### config.mk
export PLATFORM = sky130hd
export DESIGN_NAME = sprite_motion_gen_flat
export DESIGN_NICKNAME = d
export VERILOG_FILES = /design/src/rtl/sprite_motion_gen_if.sv /design/src/rtl/sprite_motion_gen.sv /design/src/flat_wrapper.sv
export SDC_FILE = /design/constraint.sdc
export NUM_CORES = 1
export LEC_CHECK = 0
export ABC_CLOCK_PERIOD_IN_PS = 4750
export BUFFER_PORTS_ARGS = -buffer_cell sky130_fd_sc_hd__buf_4
export CAP_MARGIN = 20
export CORE_ASPECT_RATIO = 0.8
export CORE_MARGIN = 10
export CORE_UTILIZATION = 54
export DETAILED_ROUTE_END_ITERATION = 10
export PLACE_DENSITY = 0.84
export SETUP_SLACK_MARGIN = 0.3
export SLEW_MARGIN = 20
export SYNTH_ARGS = -nofsm -noshare
export SYNTH_HDL_FRONTEND = slang
export SYNTH_SLANG_ARGS = --single-unit
export TNS_END_PERCENT = 5
### constraint.sdc
create_clock -name clk -period 4.75 [get_ports clk]
set_clock_uncertainty 0.1 [all_clocks]
set_input_delay 0.475 -clock clk [delete_from_list [all_inputs] [get_ports clk]]
set_output_delay 0.475 -clock clk [all_outputs]
set_load 0.03 [all_outputs]
### src/rtl/sprite_motion_gen_if.sv
// Control and coordinate bundle between a sprite motion generator and its host.
// The host drives frame timing, launch values and control levels; the generator returns the object position and status.
interface sprite_motion_gen_if;
  logic        startOfFrame;
  logic        launch;
  logic [10:0] launchX;
  logic [10:0] launchY;
  logic [15:0] launchXspeed;
  logic [15:0] launchYspeed;
  logic        pause;
  logic        kill;
  logic        kickY;
  logic [10:0] topLeftX;
  logic [10:0] topLeftY;
  logic        active;
  logic [3:0]  hitEdge;
  logic [1:0]  state;

  modport master (
    output startOfFrame, launch, launchX, launchY, launchXspeed, launchYspeed,
           pause, kill, kickY,
    input  topLeftX, topLeftY, active, hitEdge, state
  );

  modport slave (
    input  startOfFrame, launch, launchX, launchY, launchXspeed, launchYspeed,
           pause, kill, kickY,
    output topLeftX, topLeftY, active, hitEdge, state
  );
endinterface

### src/rtl/sprite_motion_gen.sv
// Per-frame sprite trajectory generator: fixed-point position, speed with Y gravity,
// bounce/wrap/stop edges per axis, and a launch/delay/pause/kill control FSM.
module sprite_motion_gen #(
  parameter int FRAC_BITS    = 6,
  parameter int X_MIN        = 0,
  parameter int X_MAX        = 639,
  parameter int Y_MIN        = 0,
  parameter int Y_MAX        = 479,
  parameter int OBJ_W        = 64,
  parameter int OBJ_H        = 64,
  parameter int X_EDGE_MODE  = 0,
  parameter int Y_EDGE_MODE  = 0,
  parameter int Y_ACCEL      = 1,
  parameter int MAX_SPEED    = 512,
  parameter int LAUNCH_DELAY = 0
) (
  input logic clk,
  input logic reset,
  sprite_motion_gen_if.slave bus
);
  localparam int PW = 12 + FRAC_BITS;
  // Two guard bits so pos+speed and wrap arithmetic cannot overflow before the edge test.
  localparam int CW = PW + 2;

  localparam logic signed [CW-1:0] ONE_PX = CW'(1 << FRAC_BITS);
  localparam logic signed [CW-1:0] XL     = CW'(X_MIN * (1 << FRAC_BITS));
  localparam logic signed [CW-1:0] XH     = CW'((X_MAX - OBJ_W) * (1 << FRAC_BITS));
  localparam logic signed [CW-1:0] YL     = CW'(Y_MIN * (1 << FRAC_BITS));
  localparam logic signed [CW-1:0] YH     = CW'((Y_MAX - OBJ_H) * (1 << FRAC_BITS));
  localparam logic signed [CW-1:0] X_SPAN = XH - XL + ONE_PX;
  localparam logic signed [CW-1:0] Y_SPAN = YH - YL + ONE_PX;
  localparam logic signed [16:0]   MAX17  = 17'(MAX_SPEED);
  localparam logic signed [16:0]   ACC17  = 17'(Y_ACCEL);

  typedef enum logic [1:0] {S_IDLE = 2'd0, S_ARMED = 2'd1, S_MOVING = 2'd2, S_PAUSED = 2'd3} state_t;

  typedef struct packed {
    logic signed [PW-1:0] pos;
    logic signed [15:0]   spd;
    logic                 hit_lo;
    logic                 hit_hi;
  } axis_t;

  function automatic logic signed [15:0] clamp_spd(input logic signed [16:0] v);
    if (v > MAX17)       return MAX17[15:0];
    else if (v < -MAX17) return 16'(-MAX17);
    else                 return v[15:0];
  endfunction

  function automatic axis_t edge_rule(
    input logic signed [CW-1:0] n,
    input logic signed [15:0]   spd,
    input logic signed [CW-1:0] lo,
    input logic signed [CW-1:0] hi,
    input logic signed [CW-1:0] span,
    input int                   mode
  );
    axis_t r;
    r.pos    = PW'(n);
    r.spd    = spd;
    r.hit_lo = 1'b0;
    r.hit_hi = 1'b0;
    if (n <= lo && spd < 16'sd0) begin
      r.hit_lo = 1'b1;
      case (mode)
        1:       r.pos = PW'(n + span);
        2:       begin r.pos = PW'(lo); r.spd = '0; end
        default: begin r.pos = PW'(lo); r.spd = -spd; end
      endcase
    end else if (n >= hi && spd > 16'sd0) begin
      r.hit_hi = 1'b1;
      case (mode)
        1:       r.pos = PW'(n - span);
        2:       begin r.pos = PW'(hi); r.spd = '0; end
        default: begin r.pos = PW'(hi); r.spd = -spd; end
      endcase
    end
    return r;
  endfunction

  state_t               r_state, w_state_next;
  logic signed [PW-1:0] r_pos_x, r_pos_y, w_pos_x_next, w_pos_y_next;
  logic signed [15:0]   r_spd_x, r_spd_y, w_spd_x_next, w_spd_y_next;
  logic [15:0]          r_delay_cnt, w_cnt_next;
  logic                 r_kick_d;
  logic [10:0]          r_tl_x, r_tl_y;
  logic [3:0]           r_hit, w_hit_next;

  logic signed [CW-1:0] w_nx, w_ny;
  axis_t                w_ax, w_ay;
  logic signed [15:0]   w_grav, w_launch_xs, w_launch_ys;
  logic                 w_kick_flip;

  assign w_nx        = CW'(r_pos_x) + CW'(r_spd_x);
  assign w_ny        = CW'(r_pos_y) + CW'(r_spd_y);
  assign w_ax        = edge_rule(w_nx, r_spd_x, XL, XH, X_SPAN, X_EDGE_MODE);
  assign w_ay        = edge_rule(w_ny, r_spd_y, YL, YH, Y_SPAN, Y_EDGE_MODE);
  assign w_grav      = clamp_spd(17'(r_spd_y) + ACC17);
  assign w_launch_xs = clamp_spd(17'($signed(bus.launchXspeed)));
  assign w_launch_ys = clamp_spd(17'($signed(bus.launchYspeed)));
  assign w_kick_flip = bus.kickY && !r_kick_d && (r_spd_y > 16'sd0);

  always_comb begin
    w_state_next = r_state;
    w_pos_x_next = r_pos_x;
    w_pos_y_next = r_pos_y;
    w_spd_x_next = r_spd_x;
    w_spd_y_next = r_spd_y;
    w_cnt_next   = r_delay_cnt;
    w_hit_next   = '0;
    if (bus.kill) begin
      w_state_next = S_IDLE;
      w_spd_x_next = '0;
      w_spd_y_next = '0;
    end else if (bus.launch) begin
      w_pos_x_next = PW'({bus.launchX, {FRAC_BITS{1'b0}}});
      w_pos_y_next = PW'({bus.launchY, {FRAC_BITS{1'b0}}});
      w_spd_x_next = w_launch_xs;
      w_spd_y_next = w_launch_ys;
      w_cnt_next   = '0;
      w_state_next = (LAUNCH_DELAY == 0) ? S_MOVING : S_ARMED;
    end else begin
      case (r_state)
        S_ARMED: begin
          if (bus.startOfFrame) begin
            w_cnt_next = r_delay_cnt + 16'd1;
            if (w_cnt_next == 16'(LAUNCH_DELAY)) w_state_next = S_MOVING;
          end
        end
        S_MOVING: begin
          if (bus.pause) w_state_next = S_PAUSED;
          if (bus.startOfFrame) begin
            w_pos_x_next = w_ax.pos;
            w_spd_x_next = w_ax.spd;
            w_pos_y_next = w_ay.pos;
            w_hit_next   = {w_ay.hit_lo, w_ay.hit_hi, w_ax.hit_lo, w_ax.hit_hi};
            // A kick overrides both the Y edge speed change and gravity on that frame.
            if (w_kick_flip)                      w_spd_y_next = -r_spd_y;
            else if (w_ay.hit_lo || w_ay.hit_hi)  w_spd_y_next = w_ay.spd;
            else                                  w_spd_y_next = w_grav;
          end else if (w_kick_flip) begin
            w_spd_y_next = -r_spd_y;
          end
        end
        S_PAUSED: begin
          if (!bus.pause) w_state_next = S_MOVING;
        end
        default: ;
      endcase
    end
  end

  always_ff @(posedge clk) begin
    if (reset) begin
      r_state     <= S_IDLE;
      r_pos_x     <= '0;
      r_pos_y     <= '0;
      r_spd_x     <= '0;
      r_spd_y     <= '0;
      r_delay_cnt <= '0;
      r_kick_d    <= 1'b0;
      r_tl_x      <= '0;
      r_tl_y      <= '0;
      r_hit       <= '0;
    end else begin
      r_state     <= w_state_next;
      r_pos_x     <= w_pos_x_next;
      r_pos_y     <= w_pos_y_next;
      r_spd_x     <= w_spd_x_next;
      r_spd_y     <= w_spd_y_next;
      r_delay_cnt <= w_cnt_next;
      r_kick_d    <= bus.kickY;
      // Pixel outputs come from the next position so they land with the frame update.
      r_tl_x      <= w_pos_x_next[FRAC_BITS+10:FRAC_BITS];
      r_tl_y      <= w_pos_y_next[FRAC_BITS+10:FRAC_BITS];
      r_hit       <= w_hit_next;
    end
  end

  assign bus.topLeftX = r_tl_x;
  assign bus.topLeftY = r_tl_y;
  assign bus.active   = r_state[1];
  assign bus.hitEdge  = r_hit;
  assign bus.state    = r_state;
endmodule

### src/flat_wrapper.sv
// flat-port wrapper written by rule: the top's interface ports become plain ports
module sprite_motion_gen_flat 
#(
  parameter int FRAC_BITS    = 6,
  parameter int X_MIN        = 0,
  parameter int X_MAX        = 639,
  parameter int Y_MIN        = 0,
  parameter int Y_MAX        = 479,
  parameter int OBJ_W        = 64,
  parameter int OBJ_H        = 64,
  parameter int X_EDGE_MODE  = 0,
  parameter int Y_EDGE_MODE  = 0,
  parameter int Y_ACCEL      = 1,
  parameter int MAX_SPEED    = 512,
  parameter int LAUNCH_DELAY = 0
)
  (clk, reset, bus_startOfFrame, bus_launch, bus_launchX, bus_launchY, bus_launchXspeed, bus_launchYspeed, bus_pause, bus_kill, bus_kickY, bus_topLeftX, bus_topLeftY, bus_active, bus_hitEdge, bus_state);
  sprite_motion_gen_if bus_i ();
  input logic clk;
  input logic reset;
  input wire logic [$bits(bus_i.startOfFrame)-1:0] bus_startOfFrame;
  input wire logic [$bits(bus_i.launch)-1:0] bus_launch;
  input wire logic [$bits(bus_i.launchX)-1:0] bus_launchX;
  input wire logic [$bits(bus_i.launchY)-1:0] bus_launchY;
  input wire logic [$bits(bus_i.launchXspeed)-1:0] bus_launchXspeed;
  input wire logic [$bits(bus_i.launchYspeed)-1:0] bus_launchYspeed;
  input wire logic [$bits(bus_i.pause)-1:0] bus_pause;
  input wire logic [$bits(bus_i.kill)-1:0] bus_kill;
  input wire logic [$bits(bus_i.kickY)-1:0] bus_kickY;
  output wire logic [$bits(bus_i.topLeftX)-1:0] bus_topLeftX;
  output wire logic [$bits(bus_i.topLeftY)-1:0] bus_topLeftY;
  output wire logic [$bits(bus_i.active)-1:0] bus_active;
  output wire logic [$bits(bus_i.hitEdge)-1:0] bus_hitEdge;
  output wire logic [$bits(bus_i.state)-1:0] bus_state;
  assign bus_i.startOfFrame = bus_startOfFrame;
  assign bus_i.launch = bus_launch;
  assign bus_i.launchX = bus_launchX;
  assign bus_i.launchY = bus_launchY;
  assign bus_i.launchXspeed = bus_launchXspeed;
  assign bus_i.launchYspeed = bus_launchYspeed;
  assign bus_i.pause = bus_pause;
  assign bus_i.kill = bus_kill;
  assign bus_i.kickY = bus_kickY;
  assign bus_topLeftX = bus_i.topLeftX;
  assign bus_topLeftY = bus_i.topLeftY;
  assign bus_active = bus_i.active;
  assign bus_hitEdge = bus_i.hitEdge;
  assign bus_state = bus_i.state;
  sprite_motion_gen #(.FRAC_BITS(FRAC_BITS), .X_MIN(X_MIN), .X_MAX(X_MAX), .Y_MIN(Y_MIN), .Y_MAX(Y_MAX), .OBJ_W(OBJ_W), .OBJ_H(OBJ_H), .X_EDGE_MODE(X_EDGE_MODE), .Y_EDGE_MODE(Y_EDGE_MODE), .Y_ACCEL(Y_ACCEL), .MAX_SPEED(MAX_SPEED), .LAUNCH_DELAY(LAUNCH_DELAY)) u_core (.clk(clk), .reset(reset), .bus(bus_i));
endmodule
==> reports/qor.txt <==
Status -> finished clean
Period minus WS final -> 4.25 ns
Critical path data required time -> 4.96 ns
Post-synth top flop -> dfxtp_1
Asr flop ratio synth -> 0%
Detailed placer's ending HPWL -> 17,400 µm
Critical Path, Cell by Cell -> ha_1 -> a211o_1 -> a211o_1 -> a211oi_2 -> nand4b_1 -> or4b_1 -> nand4bb_4 -> o31ai_4 -> nor3_2 -> buf_4 -> or2_1 -> o41ai_1 -> a32o_1
Drt total wl -> 23,700 µm
Worst Setup End Kind -> register
EDFF count, synth -> 0
Vias in the first global route -> 7,465
CTS Hold Bufs -> 0
Least-Margin Pin Slew -> 1.02 ns
Via/cell ratio -> 6.61
FILL cells -> 1,225
Hold Worst Slack -> 0.255 ns
Final Cycle Share -> 89.4%
Final Slew Violations -> 0
Max clock buf depth -> 2
Row Count -> 39
Library cells used by synthesis -> 83
DR WL/cell -> 18.5 µm
Area contributors post-synth -> dfxtp_1 (23%), ha_1 (6.9%), a21oi_1 (5.2%), nor2_1 (4.9%), o21ai_0 (4.6%)
Synth Warn # -> 0
Share of cells above drive strength 1 -> 15.7%
DRC Markers -> 0
Worst path most repeated cell -> a211o_1
RSZ-0062 raised after global routing -> yes
Core area -> 14,200 µm²
CP peak stage delay -> 0.48 ns
CTS clk-pin slew, worst paths -> 0.07 ns
CP Class -> reg -> reg
DP Worst Slack -> 0.299 ns
Startpoint types -> register
Hold Violations, Final -> 0
Smallest setup slack after layout -> 0.504 ns
Total power -> 2230 µW
Routed Antenna Nets -> 0
Commonest non-fill, non-tap cells in the layout -> buf_4 (115), nor2_1 (101), dfxtp_1 (89)
Root Driver -> clkbuf_16
Synthesis-stage register bit count -> 91
Initial Utilization -> 55.0%
Ports -> 90
GPL Wtd Cong -> 0.949
Largest area contributor in the netlist -> dfxtp_1
Initial antenna violation count -> 0
Die ar. -> 19,700 µm²
CP Data Arrival Time -> 4.46 ns
First-pass GRT wire length -> 38,200 µm
# setup viols final -> 0
Fmax -> 236 MHz
Worst vdd ir -> 0.256 mV
CP max FO -> 21
CTS tree -> yes
Rel. slew slack -> 32.2%
Synth top area share -> 23.3%
Register area share after synthesis -> 23.3%
Clk_lat worst skew -> 0.36 ns
Grt total ovfl -> 0
Area Growth Syn to Fin -> 13.2%
Pre-Repair DR Iteration Count -> 9
CP delay by family, top -> compound AO/OA/AOI/OAI gates
Crit-path slowest cell -> or4b_1
Netlist Area Pre-Place -> 7830 µm²
Die height -> 128 µm
Die Span X -> 155 µm
Leading cell type in the layout, fill and taps excluded -> buf_4
Final nets -> 1,198
Largest net degree at the start of global routing -> 56
HP Class -> in -> reg
Leakage -> 0.00379 µW
TritonCTS Buffers -> 9
Fin Setup TNS -> 0 ns
# diodes -> 0
Syn nets -> 1,156
Total track usage -> 22.7%
Initial DRC Count -> 1,081
Syn Area/Cell -> 7.46 µm²
Buffers on Ports -> 89
H-tree levels -> 3
Vias post-DR -> 8,466
Syn Inst Count -> 1,050
Clk sinks -> 91
WP buf/inv -> 1
Pwr dens -> 251 nW/µm²
Max-Cap Viols -> 0
[final cells by class]
cell class	instances	area, µm²	share of cell area, %
Clock inverter	6	87.6	0.989
Timing Repair Buffer	115	863	9.74
Sequential cell	91	1820	20.6
Clock buffer	10	229	2.58
Inverter	25	93.8	1.06
Multi-Input combinational cell	850	5530	62.4
Tap cell	184	230	2.60
[per-layer routing]
layer | vias up | global-route usage (%) | wire (µm) | part of all wire, %
met3 | 36 | 5.23 | 2550 | 11
li1 | 4052 | - | - | -
met4 | 0 | 6.27 | 405 | 1.7
met1 | 3927 | 32.0 | 10600 | 45
met5 | - | 0 | 0 | 0
met2 | 451 | 33.7 | 10100 | 43
[cells in the mapped netlist (all sizes together) (21+ instances only)]
cell    count
dfxtp      91
nor3       54
o21ai      74
buf        34
nor2      103
nand3      25
or3        23
inv        25
clkbuf     51
and3       21
a21oi      82
xor2       23
ha         43
a31oi      24
nand2      75
[state kept, by name, summed over array words and instances, names as in the netlist]
signal,flops
u_core.bus.hitEdge,4
u_core.bus.state,2
u_core.bus.topLeftX,11
u_core.r_delay_cnt,16
u_core.r_kick_d,1
u_core.r_pos_x,7
u_core.r_pos_y,18
u_core.r_spd_x,16
u_core.r_spd_y,16
[power by group]
part           internal, µW  leakage (µW)  switching [µW]
clock                   464      0.000157             338
sequential              788      0.000741            34.1
combinational           237       0.00290             365
total                  1490       0.00379             737
[what timing repair did]
action	4_1_cts	5_1_grt
setup endpoints to repair	2	27
gates cloned	0	1
resized for setup	1	9
hold endpoints to repair	0	0
pin swaps	0	2
buffers inserted	0	2
[cells by family after synthesis]
family / Yosys count / share of synthesized area (%)
and+or+nand+nor: 408 / 27.0
buffers and inverters: 110 / 6.63
AOI/OAI and AO/OA: 355 / 31.0
DFF: 91 / 23.3
xor gates and xnor gates: 37 / 4.14
muxes: 4 / 0.527
adders and majority gates: 45 / 7.38
[worst reg2reg max path: cells and delay by family (launching register included)]
kind                     cells  cell delay, ns
AO/OA/AOI/OAI                6            1.80
adder cells (fa/ha/maj)      1            0.37
buffers and inverters        1            0.22
flip-flops                   1            0.47
AND/OR/NAND/NOR              5            1.23
[through the flow]
stage	std cells	cell area, µm²	utilization [%]
2_1_floorplan	1050	7830	-
3_3_place_gp	1262	8490	59.6
3_5_place_dp	1262	8490	59.6
4_1_cts	1278	8810	61.8
5_1_grt	1281	8860	62.2
6_report	1281	8860	62.2
[path summary, 6_finish.rpt]
| check | start | end | slack, ns | cells past startpoint |
|---|---|---|---|---|
| setup reg to reg | u_core.r_spd_y[6]$_SDFFE_PP0P_ | u_core.r_spd_y[3]$_SDFFE_PP0P_ | 0.50 | 13 |
| setup / recovery | u_core.r_spd_y[6]$_SDFFE_PP0P_ | u_core.r_spd_y[3]$_SDFFE_PP0P_ | 0.50 | 13 |
| hold / removal | bus_kickY | u_core.r_kick_d$_SDFF_PP0_ | 0.25 | 2 |
| hold reg to reg | u_core.r_pos_x[17]$_SDFFE_PP0P_ | u_core.r_pos_x[17]$_SDFFE_PP0P_ | 0.36 | 2 |
Power figures use the tool's default switching activity.
